<file path="config.mk">
export PLATFORM = sky130hd
export DESIGN_NAME = addr_mode_seq
export DESIGN_NICKNAME = d
export VERILOG_FILES = /design/src/rtl/addr_mode_seq.sv
export SDC_FILE = /design/constraint.sdc
export NUM_CORES = 1
export LEC_CHECK = 0
export BUFFER_PORTS_ARGS = -buffer_cell sky130_fd_sc_hd__buf_4
export CAP_MARGIN = 20
export CORE_MARGIN = 1.5
export CORE_UTILIZATION = 41
export CTS_BUF_LIST = sky130_fd_sc_hd__clkbuf_8
export DETAILED_ROUTE_END_ITERATION = 8
export GPL_TIMING_DRIVEN = 0
export PLACE_DENSITY = 0.73
export SYNTH_ARGS = -nofsm -noshare
export SYNTH_HDL_FRONTEND = slang
export SYNTH_SLANG_ARGS = --single-unit
export TNS_END_PERCENT = 100
</file>
<file path="constraint.sdc">
create_clock -name clk -period 4.37 [get_ports clk]
set_input_delay 0.437 -clock clk [delete_from_list [all_inputs] [get_ports clk]]
set_output_delay 0.437 -clock clk [all_outputs]
set_load 0.1 [all_outputs]
</file>
<file path="src/rtl/addr_mode_seq.sv">
// Addressing-mode sequencer for the 6502 core: walks operand, index, fix-up, indirect and
// load/store/RMW bus cycles. Define NMOS_IND_WRAP_EN to reproduce the NMOS indirect page-wrap.
module addr_mode_seq #(
  parameter int                DATA_W  = 8,
  parameter int                ADDR_W  = 16,
  parameter logic [DATA_W-1:0] ZP_PAGE = '0
) (
  input  logic              clk,
  input  logic              reset,
  input  logic              start,
  input  logic [2:0]        mode,
  input  logic              rmw,
  input  logic              store,
  input  logic [ADDR_W-1:0] pc,
  input  logic [DATA_W-1:0] x_idx,
  input  logic [DATA_W-1:0] y_idx,
  input  logic [DATA_W-1:0] wr_value,
  input  logic [DATA_W-1:0] modify_value,
  input  logic [DATA_W-1:0] rd_data,
  output logic [ADDR_W-1:0] address,
  output logic              rd_en,
  output logic              wr_en,
  output logic [DATA_W-1:0] wr_data,
  output logic              busy,
  output logic              done,
  output logic [ADDR_W-1:0] ea,
  output logic [DATA_W-1:0] operand,
  output logic [1:0]        nbytes
);

  if (ADDR_W != 2 * DATA_W) begin : g_bad_width
    $error("addr_mode_seq: ADDR_W must equal 2*DATA_W");
  end

  localparam logic [2:0] M_IMM = 3'd0, M_ZP = 3'd1, M_ZPX = 3'd2, M_ZPY = 3'd3;
  localparam logic [2:0] M_ABS = 3'd4, M_ABSX = 3'd5, M_ABSY = 3'd6, M_IND = 3'd7;

  typedef enum logic [3:0] {
    S_IDLE, S_OP_LO, S_OP_HI, S_FIX, S_IND_LO, S_IND_HI, S_ACCESS, S_MODIFY, S_WRITE
  } state_t;

  // Handshake: start is taken only while busy is low (including the done cycle);
  // done pulses for one cycle after the last bus cycle, with ea/operand/nbytes valid.
  state_t              state_q, state_d;
  logic [2:0]          mode_q, mode_d;
  logic                rmw_q, rmw_d, store_q, store_d, carry_q, carry_d;
  logic [DATA_W-1:0]   idx_q, idx_d, wr_value_q, wr_value_d;
  logic [DATA_W-1:0]   lo_q, lo_d, hi_q, hi_d, tl_q, tl_d;
  logic [ADDR_W-1:0]   pc_q, pc_d;
  logic [ADDR_W-1:0]   address_d, ea_d;
  logic                rd_en_d, wr_en_d, busy_d, done_d;
  logic [DATA_W-1:0]   wr_data_d, operand_d;
  logic [1:0]          nbytes_d;
  logic                zp_mode, mem_mode, idx_carry;
  logic [DATA_W-1:0]   idx_sum;

  assign zp_mode  = (mode_q == M_ZP) || (mode_q == M_ZPX) || (mode_q == M_ZPY);
  assign mem_mode = (mode != M_IMM) && (mode != M_IND);
  assign {idx_carry, idx_sum} = {1'b0, lo_q} + {1'b0, idx_q};

  always_ff @(posedge clk or posedge reset) begin
    if (reset) state_q <= S_IDLE;
    else       state_q <= state_d;
  end

  always_comb begin : next_state
    state_d = state_q;
    unique case (state_q)
      S_IDLE:   if (start) state_d = S_OP_LO;
      S_OP_LO:  if (mode_q == M_IMM) state_d = S_IDLE;
                else if (zp_mode)  state_d = S_ACCESS;
                else               state_d = S_OP_HI;
      S_OP_HI:  if (mode_q == M_IND)      state_d = S_IND_LO;
                else if (mode_q == M_ABS) state_d = S_ACCESS;
                else state_d = (idx_carry || rmw_q || store_q) ? S_FIX : S_ACCESS;
      S_FIX:    state_d = S_ACCESS;
      S_IND_LO: state_d = S_IND_HI;
      S_IND_HI: state_d = S_IDLE;
      S_ACCESS: state_d = rmw_q ? S_MODIFY : S_IDLE;
      S_MODIFY: state_d = S_WRITE;
      S_WRITE:  state_d = S_IDLE;
      default:  state_d = S_IDLE;
    endcase
  end

  always_comb begin : outputs
    address_d = address;  rd_en_d = rd_en;  wr_en_d = wr_en;  wr_data_d = wr_data;
    busy_d = busy;  done_d = 1'b0;  ea_d = ea;  operand_d = operand;  nbytes_d = nbytes;
    mode_d = mode_q;  idx_d = idx_q;  rmw_d = rmw_q;  store_d = store_q;
    wr_value_d = wr_value_q;  pc_d = pc_q;  lo_d = lo_q;  hi_d = hi_q;  tl_d = tl_q;
    carry_d = carry_q;
    unique case (state_q)
      S_IDLE: if (start) begin
        address_d  = pc;
        rd_en_d    = 1'b1;
        busy_d     = 1'b1;
        mode_d     = mode;
        idx_d      = ((mode == M_ZPY) || (mode == M_ABSY)) ? y_idx :
                     ((mode == M_ZPX) || (mode == M_ABSX)) ? x_idx : '0;
        rmw_d      = rmw && mem_mode;
        store_d    = store && !rmw && mem_mode;
        wr_value_d = wr_value;
        pc_d       = pc;
      end
      S_OP_LO: begin
        lo_d = rd_data;
        if (mode_q == M_IMM) begin
          operand_d = rd_data;
          ea_d      = pc_q;
        end else if (zp_mode) begin
          address_d = {ZP_PAGE, DATA_W'(rd_data + idx_q)};
        end else begin
          address_d = pc_q + ADDR_W'(1);
        end
      end
      S_OP_HI: begin
        hi_d    = rd_data;
        carry_d = idx_carry;
        if ((mode_q == M_ABSX) || (mode_q == M_ABSY)) address_d = {rd_data, idx_sum};
        else                                          address_d = {rd_data, lo_q};
      end
      S_FIX:    address_d = {DATA_W'(hi_q + DATA_W'(carry_q)), address[DATA_W-1:0]};
      S_IND_LO: begin
        tl_d = rd_data;
`ifdef NMOS_IND_WRAP_EN
        address_d = {hi_q, DATA_W'(lo_q + DATA_W'(1))};
`else
        address_d = {hi_q, lo_q} + ADDR_W'(1);
`endif
      end
      S_IND_HI: ea_d = {rd_data, tl_q};
      S_ACCESS: begin
        ea_d = address;
        if (!store_q) operand_d = rd_data;
        if (rmw_q) begin
          // Dummy write of the unmodified value, as the NMOS part does.
          rd_en_d   = 1'b0;
          wr_en_d   = 1'b1;
          wr_data_d = rd_data;
        end
      end
      S_MODIFY: begin
        wr_data_d = modify_value;
        wr_en_d   = 1'b1;
      end
      S_WRITE:  ;
      default:  ;
    endcase
    if ((state_d == S_ACCESS) && (state_q != S_ACCESS)) begin
      if (store_q) begin
        wr_en_d   = 1'b1;
        rd_en_d   = 1'b0;
        wr_data_d = wr_value_q;
      end else begin
        rd_en_d = 1'b1;
      end
    end
    if ((state_d == S_IDLE) && (state_q != S_IDLE)) begin
      busy_d   = 1'b0;
      rd_en_d  = 1'b0;
      wr_en_d  = 1'b0;
      done_d   = 1'b1;
      nbytes_d = ((mode_q == M_IMM) || zp_mode) ? 2'd1 : 2'd2;
    end
  end

  always_ff @(posedge clk or posedge reset) begin
    if (reset) begin
      address <= '0;  rd_en <= 1'b0;  wr_en <= 1'b0;  wr_data <= '0;
      busy <= 1'b0;  done <= 1'b0;  ea <= '0;  operand <= '0;  nbytes <= '0;
      mode_q <= '0;  idx_q <= '0;  rmw_q <= 1'b0;  store_q <= 1'b0;  carry_q <= 1'b0;
      wr_value_q <= '0;  pc_q <= '0;  lo_q <= '0;  hi_q <= '0;  tl_q <= '0;
    end else begin
      address <= address_d;  rd_en <= rd_en_d;  wr_en <= wr_en_d;  wr_data <= wr_data_d;
      busy <= busy_d;  done <= done_d;  ea <= ea_d;  operand <= operand_d;  nbytes <= nbytes_d;
      mode_q <= mode_d;  idx_q <= idx_d;  rmw_q <= rmw_d;  store_q <= store_d;  carry_q <= carry_d;
      wr_value_q <= wr_value_d;  pc_q <= pc_d;  lo_q <= lo_d;  hi_q <= hi_d;  tl_q <= tl_d;
    end
  end

endmodule

</file>
==> results summary, run 1 <==
Of the synthesized area, sequential elements account for 42.2%. The cell area that synthesis handed to floorplanning was 7120 um^2. Among cell families on the critical path, the largest total delay comes from compound AO/OA/AOI/OAI gates. The register clock-pin slew on the reported worst setup and hold paths came out at 0.08 ns. The CTS H-tree depth came out at 4. The number of antenna violations at the first check in global routing came to 0. The insertion delay to the later sink of the worst-skew pair is 0.45 ns. The share of post-route cells with drive strength above 1 came out at 26.1%. The multi-input gate area in the final layout is 3820 um^2.

The total die area is 18200 um^2. The relative slew slack is 49.5%. The number of global-route vias before repair came out at 6228.

The layout net count is 984. The prevailing post-synth register cell is sky130_fd_sc_hd__dfrtp_1. The distinct cell type count of the synthesized netlist is 74.

Setup violations remaining at the end of the flow were counted as 0. The maximum number of pins on one net before global-route repair is 76. The signal on the critical path passes through ha_1 -> fa_1 -> a211oi_1 -> o211ai_1 -> a31o_1 -> o31ai_1 -> a2111oi_0 -> nor3_1. In this run, CTS created clock tree buffers numbering 17.

The area share of the leading cell type in the synthesized netlist is 42.2%. The worst hold slack came out at 0.215 ns. In this run, synthesis inferred 0 flip-flops with an integrated enable. The number of buffers added on ports is 117. The first TritonRoute pass finished after 7 iterations. The I/O pin total is 118. In the finished design, the share of the clock period the worst path needs comes to 61.0%.

The congestion estimate from routability-driven global placement came to 0.935. The antenna diode count came out at 0. The largest individual stage delay along the critical path comes from the cell sky130_fd_sc_hd__dfrtp_1. The biggest area contributor in the post-synthesis netlist is sky130_fd_sc_hd__dfrtp_1. The number of inserted filler cells in the final layout is 1593. During synthesis, Yosys emitted a total of 0 warnings.

In the final routed layout, each cell accounts on average for 18.9 um. The initial cell density of the core came out at 42.5%. The sequential cells in the finished layout cover a total of 3000 um^2.

Global routing consumed, over all layers together, 24.7% of the routing resources. The post-route antenna net violation count is 0. The final number of hold-violating endpoints came out at 0. In this run the clock root is driven by a sky130_fd_sc_hd__clkbuf_8. The required time at the endpoint of the critical path is 4.73 ns. The critical-path maximum fanout came out at 7. The leading cell type by number of instances after synthesis is sky130_fd_sc_hd__dfrtp_1.

The die is 135 um tall. The clock arrives with 0.00887 ns of skew. Data arrives at the worst endpoint at 3.03 ns.

In this run, the number of DRC markers left after iteration 0 of detailed routing was 644. The count of pins over their slew limit came out at 0. In the post-synthesis netlist, the biggest area contributors are sky130_fd_sc_hd__dfrtp_1 (42%), sky130_fd_sc_hd__nand2_1 (6.0%), sky130_fd_sc_hd__mux2_2 (5.9%), sky130_fd_sc_hd__o21ai_0 (3.6%), sky130_fd_sc_hd__ha_1 (3.3%). The startpoint type of the worst setup path is a flop. For flop-to-flop paths, the worst setup slack is 1.70 ns.

The number of standard cells after synthesis came out at 761. The DRC violation count after routing came out at 0. The largest buffer count on any clock path is 2. The area of the placeable core is 16800 um^2. In the synthesized netlist, the cells that appear most often are sky130_fd_sc_hd__dfrtp_1 (120), sky130_fd_sc_hd__nand2_1 (113), sky130_fd_sc_hd__nor2_1 (56).

The net count after synthesis came out at 846. The total wire length after detailed routing came out at 21.4 mm. Setup repair after global routing left no endpoint under its margin.

The proportion of register bits with asynchronous set or reset after synthesis is 100%. The worst path buffer plus inverter count is 0. The number of standard-cell rows in the floorplan came out at 47. The sort of element at the end of the critical path is a flop. The final route contains 6504 vias. Across the run, the number of max-cap violations was 0. The number of sinks handled by clock tree synthesis came out at 120. For this run, the slowest stage of the critical path takes 0.46 ns. The path class of the tightest hold or removal check is in2reg. The mean cell area of the mapped netlist came out at 9.35 um^2. The flow ran to the end, and the final reports show no timing, DRC or antenna violations.

Based on the critical path, the design can be clocked at up to 375 MHz. TritonCTS built the clock tree. The actual slew at the worst max-slew pin is 0.754 ns. The worst setup path is of the reg2reg kind. The placed wire-length estimate after detailed placement came out at 16.0 mm. After synthesis the netlist holds a flip-flop and latch count of 120. The aggregate global routing overflow came out at 0. The via count normalized by instance count came out at 5.75.

The width of the die is 135 um. The post-CTS setup-driven buffer insertion count is 0. The first-pass GRT wire length came out at 34.2 mm. The clock period minus final worst setup slack is 2.67 ns. The area overhead of the layout relative to synthesis is 22.6%.
registers in the layout, indices dropped and copies added (netlist names), 3 cells and up:
register    cells
address        16
ea             16
hi_q            8
idx_q           8
lo_q            8
mode_q          3
operand         8
pc_q           16
state_q         4
tl_q            8
wr_data         8
wr_value_q      8
area by class of cell:
class | instances | area share (%)
plain buffers | 45 | 2.49
clock buffers | 19 | 3.00
repair buffers | 119 | 10.5
flip-flops and latches | 120 | 34.4
multi-input cells | 577 | 43.8
inverters | 19 | 0.874
well taps | 220 | 3.15
clock inverters | 13 | 1.76
path summary, 6_finish.rpt:
check	start	endpoint	cells past startpoint
setup / recovery	lo_q[0]	rd_en	8
hold reg to reg	tl_q[3]	tl_q[3]	2
min in group asynchronous	reset	ea[2]	3
max in group asynchronous	reset	wr_value_q[4]	4
hold / removal	wr_value[1]	wr_value_q[1]	2
setup reg to reg	lo_q[0]	rd_en	8
kinds of logic after synthesis:
family | after synthesis | synth area share (%)
compound gates | 218 | 21.4
xor+xnor | 35 | 4.31
fa+ha+maj | 21 | 3.90
buf+inv | 64 | 4.06
flops | 120 | 42.2
mux | 40 | 6.29
simple gates | 263 | 17.8
routing by layer:
metal  track usage [%]  part of all wire (%)  up-vias
li1                  -                     -     3052
met4              6.81                   1.6        0
met1              35.3                    45     3129
met2              38.1                    45      292
met5                 0                     0        -
met3              5.37                   7.8       31
layout by cell type, fill, tap and decap left out, types with 4 or more instances in the layout:
cell type and count:
sky130_fd_sc_hd__a211oi_1 11, sky130_fd_sc_hd__a21o_1 9, sky130_fd_sc_hd__a21oi_1 37, sky130_fd_sc_hd__a21oi_2 4, sky130_fd_sc_hd__a221oi_1 6, sky130_fd_sc_hd__a222oi_1 10, sky130_fd_sc_hd__a22oi_1 26, sky130_fd_sc_hd__a31oi_1 25
sky130_fd_sc_hd__and2_1 6, sky130_fd_sc_hd__and3_1 12, sky130_fd_sc_hd__and4_1 4, sky130_fd_sc_hd__buf_2 18, sky130_fd_sc_hd__buf_4 118, sky130_fd_sc_hd__clkbuf_1 20, sky130_fd_sc_hd__clkbuf_8 19, sky130_fd_sc_hd__dfrtp_1 120
sky130_fd_sc_hd__ha_1 19, sky130_fd_sc_hd__inv_1 20, sky130_fd_sc_hd__mux2_2 37, sky130_fd_sc_hd__nand2_1 113, sky130_fd_sc_hd__nand2b_1 6, sky130_fd_sc_hd__nand3_1 13, sky130_fd_sc_hd__nand4_1 10, sky130_fd_sc_hd__nor2_1 56
sky130_fd_sc_hd__nor2b_1 5, sky130_fd_sc_hd__nor3_1 10, sky130_fd_sc_hd__o21ai_0 51, sky130_fd_sc_hd__or3_1 4, sky130_fd_sc_hd__xnor2_1 22, sky130_fd_sc_hd__xor2_1 13
through the flow:
| stage | instance area [um^2] | util [%] | setup WS (ns) | cells | TNS (ns) |
|---|---|---|---|---|---|
| 5_1_grt | 8730 | 52.1 | 1.44 | 1132 | 0 |
| 3_5_place_dp | 8300 | 49.5 | 1.77 | 1099 | 0 |
| 4_1_cts | 8730 | 52.1 | 1.71 | 1132 | 0 |
| 2_1_floorplan | 7120 | - | 0.747 | 761 | 0 |
| 6_report | 8730 | 52.1 | 1.70 | 1132 | 0 |
| 3_3_place_gp | 8270 | 49.3 | -0.623 | 1098 | -73.28 |
timing repair:
action                    4_1_cts  5_1_grt
hold buffers                    1        0
resized for setup               0        0
hold endpoints to repair        8        0
Power of run 1 is not shown: default switching activity piles up to over one toggle a cycle in this logic, so the estimate is an artifact.
==> inputs of run 2 (changes only) <==
- clock period: 4.37 -> 2.5 ns (I/O delays scaled with it)
==> results summary, run 2 (synthesis results as in run 1) <==
The number of detailed-routing iterations run before antenna repair is 5 (was 7). The first-pass GRT wire length is 34.0 mm (was 34.2 mm). The placed wire-length estimate after detailed placement is 16.4 mm (was 16.0 mm). The sort of element at the end of the critical path was a flop (unchanged). Status: finished, final reports clean (unchanged). The number of buffers added on ports came out at 117 (unchanged). Regs by FF count: address: 16 flops, ea: 16 flops, pc_q: 16 flops (unchanged). The total setup violations reported at the end of the flow was 0 (unchanged).

The width of the die is 135 um (unchanged). The total number of vias is 6426 (was 6504). The signal arrival time at the worst endpoint came to 2.76 ns (was 3.03 ns).

Setup repair after global routing missed its margin: no (unchanged). The largest buffer count on any clock path came out at 2 (unchanged). The area overhead of the layout relative to synthesis came out at 23.6% (was 22.6%).

The startpoint type of the worst setup path was a flop (unchanged). The worst path buffer plus inverter count came out at 2 (was 0). The master of the slowest instance on the critical path is sky130_fd_sc_hd__clkbuf_1 (was sky130_fd_sc_hd__dfrtp_1).

The cell class contributing the biggest share of worst-path delay is compound AO/OA/AOI/OAI gates (unchanged). The total met3 wirelength after detailed routing is 1.90 mm (was 1.67 mm). The overall die height came out at 135 um (unchanged). By instance count, the cell type seen most on the critical path is sky130_fd_sc_hd__nor2_1. The finished layout cell area is 8800 um^2 (was 8730 um^2). The actual slew at the worst max-slew pin came out at 0.756 ns (was 0.754 ns).

The via count normalized by instance count was 5.67 (was 5.75). The routed metal-1 wirelength was 9.70 mm (was 9.72 mm). The critical-path maximum fanout came out at 10 (was 7).

The number of sinks handled by clock tree synthesis came out at 120 (unchanged). The clock tree from TritonCTS is done (unchanged). The count of max-cap constraint violations came out at 0 (unchanged).

The clock buffer count from CTS is 17 (unchanged). The cell at the root of the clock tree is sky130_fd_sc_hd__clkbuf_8 (unchanged). The weighted congestion reported at the end of routability-driven placement came to 0.913 (was 0.935). Most used cells in the layout excluding fill and tap cells: sky130_fd_sc_hd__buf_4 (119), sky130_fd_sc_hd__dfrtp_1 (119), sky130_fd_sc_hd__nand2_1 (113), sky130_fd_sc_hd__nor2_1 (56), sky130_fd_sc_hd__o21ai_0 (50) (was sky130_fd_sc_hd__dfrtp_1 (120), sky130_fd_sc_hd__buf_4 (118), sky130_fd_sc_hd__nand2_1 (113), sky130_fd_sc_hd__nor2_1 (56), sky130_fd_sc_hd__o21ai_0 (51)). The clock period minus final worst setup slack came to 2.37 ns (was 2.67 ns). The total die area is 18200 um^2 (unchanged). The register clock-pin slew on the reported worst setup and hold paths came out at 0.07 ns (was 0.08 ns).

The maximum number of pins on one net before global-route repair came to 42 (was 76). The count of pins over their slew limit came out at 0 (unchanged). The global-route usage over all layers came to 24.7% (about the same). The post-route clock period utilization is 95.0% (was 61.0%).

The layout net count is 987 (was 984). The area of the placeable core was 16800 um^2 (unchanged). The number of antenna violations at the first check in global routing is 0 (unchanged). The worst min-delay path class is in2reg (unchanged). The share of post-route cells with drive strength above 1 is 26.7% (was 26.1%).

The I/O pin total is 118 (unchanged). The required time at the endpoint of the critical path is 2.89 ns (was 4.73 ns). The top layer reached by signal wires is met4 (unchanged). The maximum clock frequency came out at 421 MHz (was 375 MHz). The DRC violation count after routing came out at 0 (unchanged). The met2 wire length came out at 9.63 mm (was 9.70 mm). The insertion delay to the later sink of the worst-skew pair came out at 0.45 ns (about the same). The number of standard-cell rows in the floorplan is 47 (unchanged). The maximum single-stage delay on the critical path was 0.51 ns (was 0.46 ns). The initial cell density of the core came to 42.5% (unchanged). The total wire length after detailed routing was 21.6 mm (was 21.4 mm). The CTS H-tree depth came out at 4 (unchanged). The first-iteration detailed-routing DRC count was 610 (was 644).

The number of global-route vias before repair is 6230 (was 6228). The post-route antenna net violation count came to 0 (unchanged). The relative slew slack came out at 49.2% (was 49.5%).

The final number of hold-violating endpoints was 0 (unchanged). The worst hold slack came to 0.0356 ns (was 0.215 ns). The average wire per standard cell came out at 19.0 um (was 18.9 um).

The cell area after placement came out at 8340 um^2 (was 8300 um^2). The kind of critical path is reg2reg (unchanged). Series of cell instances along the critical path: buf_6 -> nor2_1 -> nor2_1 -> o21bai_1 -> clkbuf_1 -> a22oi_1 -> a31oi_1 -> a21o_1 (was ha_1 -> fa_1 -> a211oi_1 -> o211ai_1 -> a31o_1 -> o31ai_1 -> a2111oi_0 -> nor3_1).

The antenna diode count came out at 0 (unchanged). The aggregate global routing overflow came out at 0 (unchanged). The final worst clock skew is 0.0125 ns (was 0.00887 ns).
[run 2: cell types whose count changed in the layout (fill, tap and decap cells not counted), moves of 2 or more]
| cell | delta |
|---|---|
| sky130_fd_sc_hd__a211oi_1 | -2 |
| sky130_fd_sc_hd__buf_12 | +2 |
| sky130_fd_sc_hd__clkinv_2 | -2 |
| sky130_fd_sc_hd__clkinv_4 | -2 |
| sky130_fd_sc_hd__clkinvlp_4 | +2 |
| sky130_fd_sc_hd__inv_1 | +2 |
| sky130_fd_sc_hd__inv_6 | -2 |
[run 2: final timing paths]
check / slack, ns / to / startpoint / cells past startpoint
max: 0.13 / address[4] / state_q[1] / 8
max in group asynchronous: 1.46 / operand[5] / reset / 4
max reg2reg: 0.13 / address[4] / state_q[1] / 8
min: 0.04 / rmw_q / rmw / 2
min reg2reg: 0.48 / tl_q[0] / tl_q[0] / 2
min in group asynchronous: 0.43 / tl_q[0] / reset / 3
[run 2: layout make-up]
cell class                 count  area (um^2)
tap                          220          275
timing repair buffer         122          963
inverter                      19         75.1
buffer                        45          218
fill                        1566         7960
sequential                   120         3000
clock inverter                11          133
clock buffer                  20          275
multi-input combinational    577         3860
[run 2: layer usage]
metal | vias up | global-route usage, %
li1 | 3062 | -
met1 | 3051 | 34.8
met2 | 294 | 38.3
met3 | 19 | 5.48
met4 | 0 | 6.75
met5 | - | 0
[run 2: what timing repair did]
| action | in CTS | in global routing |
|---|---|---|
| hold buffers | 1 | 0 |
| endpoints found under the setup margin | 1 | 3 |
| resized for setup | 4 | 5 |
| buffers inserted | 0 | 1 |
| endpoints found under the hold margin | 18 | 0 |
| pin swaps | 1 | 3 |
[run 2: metrics by stage]
stage	setup slack [ns]	std cells	util, %	setup TNS (ns)
floorplan	0.134	761	-	0
global placement	-0.135	1098	49.4	-1.05
detailed placement	-0.160	1101	49.8	-0.160
CTS	0.0340	1133	52.3	0
global route	0.00844	1134	52.5	0
finish	0.126	1134	52.5	0
Power of run 2 is left out for the same reason.
==> inputs of run 3 (changes only) <==
- ABC_AREA: default -> 1
==> results summary, run 3 <==
The combinational family with the most area after synthesis is simple AND/OR/NAND/NOR gates (was compound AO/OA/AOI/OAI gates). The net count after synthesis came out at 1067 (was 846). The total setup violations reported at the end of the flow came out at 0 (unchanged). Most used cells in the layout excluding fill and tap cells: sky130_fd_sc_hd__nand2_1 (275), sky130_fd_sc_hd__buf_4 (122), sky130_fd_sc_hd__dfrtp_1 (120), sky130_fd_sc_hd__inv_1 (107), sky130_fd_sc_hd__nor2_1 (104) (was sky130_fd_sc_hd__buf_4 (119), sky130_fd_sc_hd__dfrtp_1 (119), sky130_fd_sc_hd__nand2_1 (113), sky130_fd_sc_hd__nor2_1 (56), sky130_fd_sc_hd__o21ai_0 (50)). The number of standard cells after synthesis came out at 982 (was 761).

The first-pass GRT wire length was 36.3 mm (was 34.0 mm). The maximum number of pins on one net before global-route repair is 39 (was 42). The clock buffer count from CTS came out at 17 (unchanged). The post-synthesis sequential area ratio came out at 41.7% (was 42.2%). The initial cell density of the core came out at 41.7% (was 42.5%). The insertion delay to the later sink of the worst-skew pair is 0.47 ns (was 0.45 ns). The worst-case reg-to-reg path depth came out at 14 (was 8). The multiplexer share of the synthesized area came out at 0% (was 6.29%).

The flop-to-flop setup slack is 0.18 ns (was 0.13 ns). The number of standard-cell rows in the floorplan is 48 (was 47). The largest buffer count on any clock path is 2 (unchanged).

The mean cell area of the mapped netlist is 7.32 um^2 (was 9.35 um^2). The most frequent standard cell in the layout excluding fill and tap cells is sky130_fd_sc_hd__nand2_1. The instance count along the most critical hold path is 3 (was 2).

The post-route clock period utilization came to 92.6% (was 95.0%). Top cell types by occurrence after synthesis: sky130_fd_sc_hd__nand2_1 (276), sky130_fd_sc_hd__dfrtp_1 (120), sky130_fd_sc_hd__inv_1 (107) (was sky130_fd_sc_hd__dfrtp_1 (120), sky130_fd_sc_hd__nand2_1 (113), sky130_fd_sc_hd__nor2_1 (56)). The end point of the worst hold path is pc_q[13] (was rmw_q).

The capture instance of the worst register-to-register path is wr_data[4] (was address[4]). Series of cell instances along the critical path: ha_2 -> fa_2 -> nand3_2 -> nand3_2 -> nand2_1 -> nand3_1 -> nand2_1 -> nand2_1 -> nand2_2 -> nand2_2 -> nor2_4 -> buf_6 -> nand2_1 -> o21ai_1 (was buf_6 -> nor2_1 -> nor2_1 -> o21bai_1 -> clkbuf_1 -> a22oi_1 -> a31oi_1 -> a21o_1). The share of synthesized cell area in full adder, half adder and majority cells came out at 3.86% (was 3.90%). The total number of vias came to 7263 (was 6426). The DRC violation count after routing came to 0 (unchanged). The number of flops mapped to enable cells by yosys is 0 (unchanged).

Dominant cells by area after synthesis: sky130_fd_sc_hd__dfrtp_1 (42%), sky130_fd_sc_hd__nand2_1 (14%), sky130_fd_sc_hd__inv_1 (5.6%), sky130_fd_sc_hd__o21ai_0 (5.6%), sky130_fd_sc_hd__nor2_1 (5.4%) (was sky130_fd_sc_hd__dfrtp_1 (42%), sky130_fd_sc_hd__nand2_1 (6.0%), sky130_fd_sc_hd__mux2_2 (5.9%), sky130_fd_sc_hd__o21ai_0 (3.6%), sky130_fd_sc_hd__ha_1 (3.3%)). The prevailing post-synth register cell is sky130_fd_sc_hd__dfrtp_1 (unchanged). The number of sinks handled by clock tree synthesis came out at 120 (unchanged). The number of buffers added on ports came to 117 (unchanged). The count of max-cap constraint violations is 0 (unchanged). The master of the slowest instance on the critical path is sky130_fd_sc_hd__dfrtp_1 (was sky130_fd_sc_hd__clkbuf_1). The share of post-route cells with drive strength above 1 came out at 18.2% (was 26.7%). The maximum clock frequency came out at 432 MHz (was 421 MHz).

The antenna diode count was 0 (unchanged). The register bit count reported by yosys came out at 120 (unchanged). The distinct cell type count of the synthesized netlist came to 45 (was 74). The cell at the root of the clock tree is sky130_fd_sc_hd__clkbuf_8 (unchanged). The post-route antenna net violation count came out at 0 (unchanged). The aggregate global routing overflow is 0 (unchanged). The final core utilization came out at 52.7% (was 52.5%). Status: finished, final reports clean (unchanged). The global-route usage over all layers came to 26.3% (was 24.7%).

The placed wire-length estimate after detailed placement came to 17.9 mm (was 16.4 mm). The count of pins over their slew limit came to 0 (unchanged). The cell area after synthesis is 7190 um^2 (was 7120 um^2). The I/O pin total came out at 118 (unchanged). The layout net count is 1228 (was 987). The average wire per standard cell came out at 16.9 um (was 19.0 um). The critical register-to-register path startpoint was idx_q[0] (was state_q[1]). The most repeated library cell on the critical path is sky130_fd_sc_hd__nand2_1 (was sky130_fd_sc_hd__nor2_1). The final worst clock skew came out at 0.0153 ns (was 0.0125 ns). The simple logic cell fraction of the synthesized area came out at 29.5% (was 17.8%). The proportion of register bits with asynchronous set or reset after synthesis is 100% (unchanged).

The leading cell type by number of instances after synthesis was sky130_fd_sc_hd__nand2_1 (was sky130_fd_sc_hd__dfrtp_1). The leading area contributor after synthesis is sky130_fd_sc_hd__dfrtp_1 (unchanged). The worst min-delay path class was in2reg (unchanged). The number of global-route vias before repair is 6804 (was 6230). The compound-gate portion of the synthesized area is 16.0% (was 21.4%). The CTS H-tree depth came to 4 (unchanged). The sort of element at the end of the critical path is a flop (unchanged). The maximum single-stage delay on the critical path is 0.42 ns (was 0.51 ns). The total wire length after detailed routing was 23.4 mm (was 21.6 mm). The via count normalized by instance count is 5.26 (was 5.67). The width of the die is 135 um (about the same). The signal arrival time at the worst endpoint is 2.70 ns (was 2.76 ns). Regs by FF count: address: 16 flops, ea: 16 flops, pc_q: 16 flops (unchanged).

The required time at the endpoint of the critical path is 2.89 ns (about the same). The final number of hold-violating endpoints is 0 (unchanged). The worst path buffer plus inverter count is 1 (was 2). The critical-path maximum fanout came out at 5 (was 10). Setup repair after global routing missed its margin: yes (was no). The area of the placeable core is 17200 um^2 (was 16800 um^2). The kind of critical path is reg2reg (unchanged). The startpoint type of the worst setup path is a flop (unchanged). The first-iteration detailed-routing DRC count came out at 564 (was 610).

The total die area came out at 18300 um^2 (was 18200 um^2). The number of detailed-routing iterations run before antenna repair came out at 7 (was 5). The overall die height came to 135 um (about the same). The actual slew at the worst max-slew pin came out at 0.751 ns (was 0.756 ns). The area share of xor/xnor cells in the synthesized design is 0.852% (was 4.31%). The clock period minus final worst setup slack came out at 2.32 ns (was 2.37 ns). The number of synthesis warnings came out at 0 (unchanged). The relative slew slack is 49.6% (was 49.2%).

The area share of the leading cell type in the synthesized netlist came out at 41.7% (was 42.2%). The clock tree from TritonCTS is done (unchanged). The area overhead of the layout relative to synthesis came out at 26.4% (was 23.6%). The register clock-pin slew on the reported worst setup and hold paths is 0.09 ns (was 0.07 ns). The startpoint of the worst hold path is pc[13] (was rmw). The number of antenna violations at the first check in global routing is 0 (unchanged). The weighted congestion reported at the end of routability-driven placement came out at 0.947 (was 0.913). The cell class contributing the biggest share of worst-path delay is simple AND/OR/NAND/NOR gates (was compound AO/OA/AOI/OAI gates).
[run 3: final cells by class]
class / instances / area [um^2]
Inverter: 116 / 439
Fill cell: 1642 / 8150
Tap cell: 225 / 282
Sequential cell: 120 / 3000
Buffer: 29 / 141
Multi-Input combinational cell: 717 / 3630
Clock inverter: 14 / 198
Clock buffer: 18 / 248
Timing Repair Buffer: 142 / 1150
[run 3: what timing repair did]
action,4_1_cts,5_1_grt
hold buffers,17,0
resized for setup,0,7
setup endpoints to repair,0,12
buffers inserted,0,4
endpoints found under the hold margin,36,0
[run 3: layer usage]
| layer | share of wire, % | global-route usage, % | up-vias |
|---|---|---|---|
| li1 | - | - | 3580 |
| met1 | 44 | 35.2 | 3331 |
| met5 | 0 | 0 | - |
| met3 | 7.0 | 5.76 | 52 |
| met2 | 46 | 41.3 | 300 |
| met4 | 3.2 | 10.8 | 0 |
[run 3: tightest hold or removal path: cells and delay by family]
| family | cells | cell delay (ns) |
|---|---|---|
| simple gates | 1 | 0.05 |
| compound gates | 1 | 0.06 |
| buf+inv | 1 | 0.09 |
[run 3: how the worst max path moves through the flow]
| stage | from | to | slack (ns) | cells past startpoint |
|---|---|---|---|---|
| 4_1_cts | idx_q[0] | wr_data[6] | 0.05 | 13 |
| 3_3_place_gp | reset | idx_q[0] | -0.02 | 2 |
| 5_1_grt | lo_q[5] | rd_en | -0.01 | 13 |
| 2_1_floorplan | idx_q[0] | wr_data[6] | 0.42 | 13 |
| 3_5_place_dp | idx_q[0] | wr_data[6] | 0.1 | 13 |
| 6_report | idx_q[0] | wr_data[4] | 0.18 | 14 |
[run 3: cell families after synthesis]
group / count (synthesis)
flops: 120
fa+ha+maj: 21
xor+xnor: 7
simple gates: 495
compound gates: 194
buf+inv: 145
[run 3: per-stage QoR]
step	setup TNS, ns	cells	hold WS [ns]	setup slack, ns	area (um^2)
after CTS	0	1376	0.000202	0.0459	9030
after global placement	-1.93	1324	0.454	-0.0223	8360
after floorplan	0	982	0.367	0.423	7200
after global routing	-0.0173	1381	0.00657	-0.0108	9090
after detailed placement	0	1327	0.331	0.0980	8420
final	0	1381	0.0253	0.184	9090
Power of run 3 is left out for the same reason.
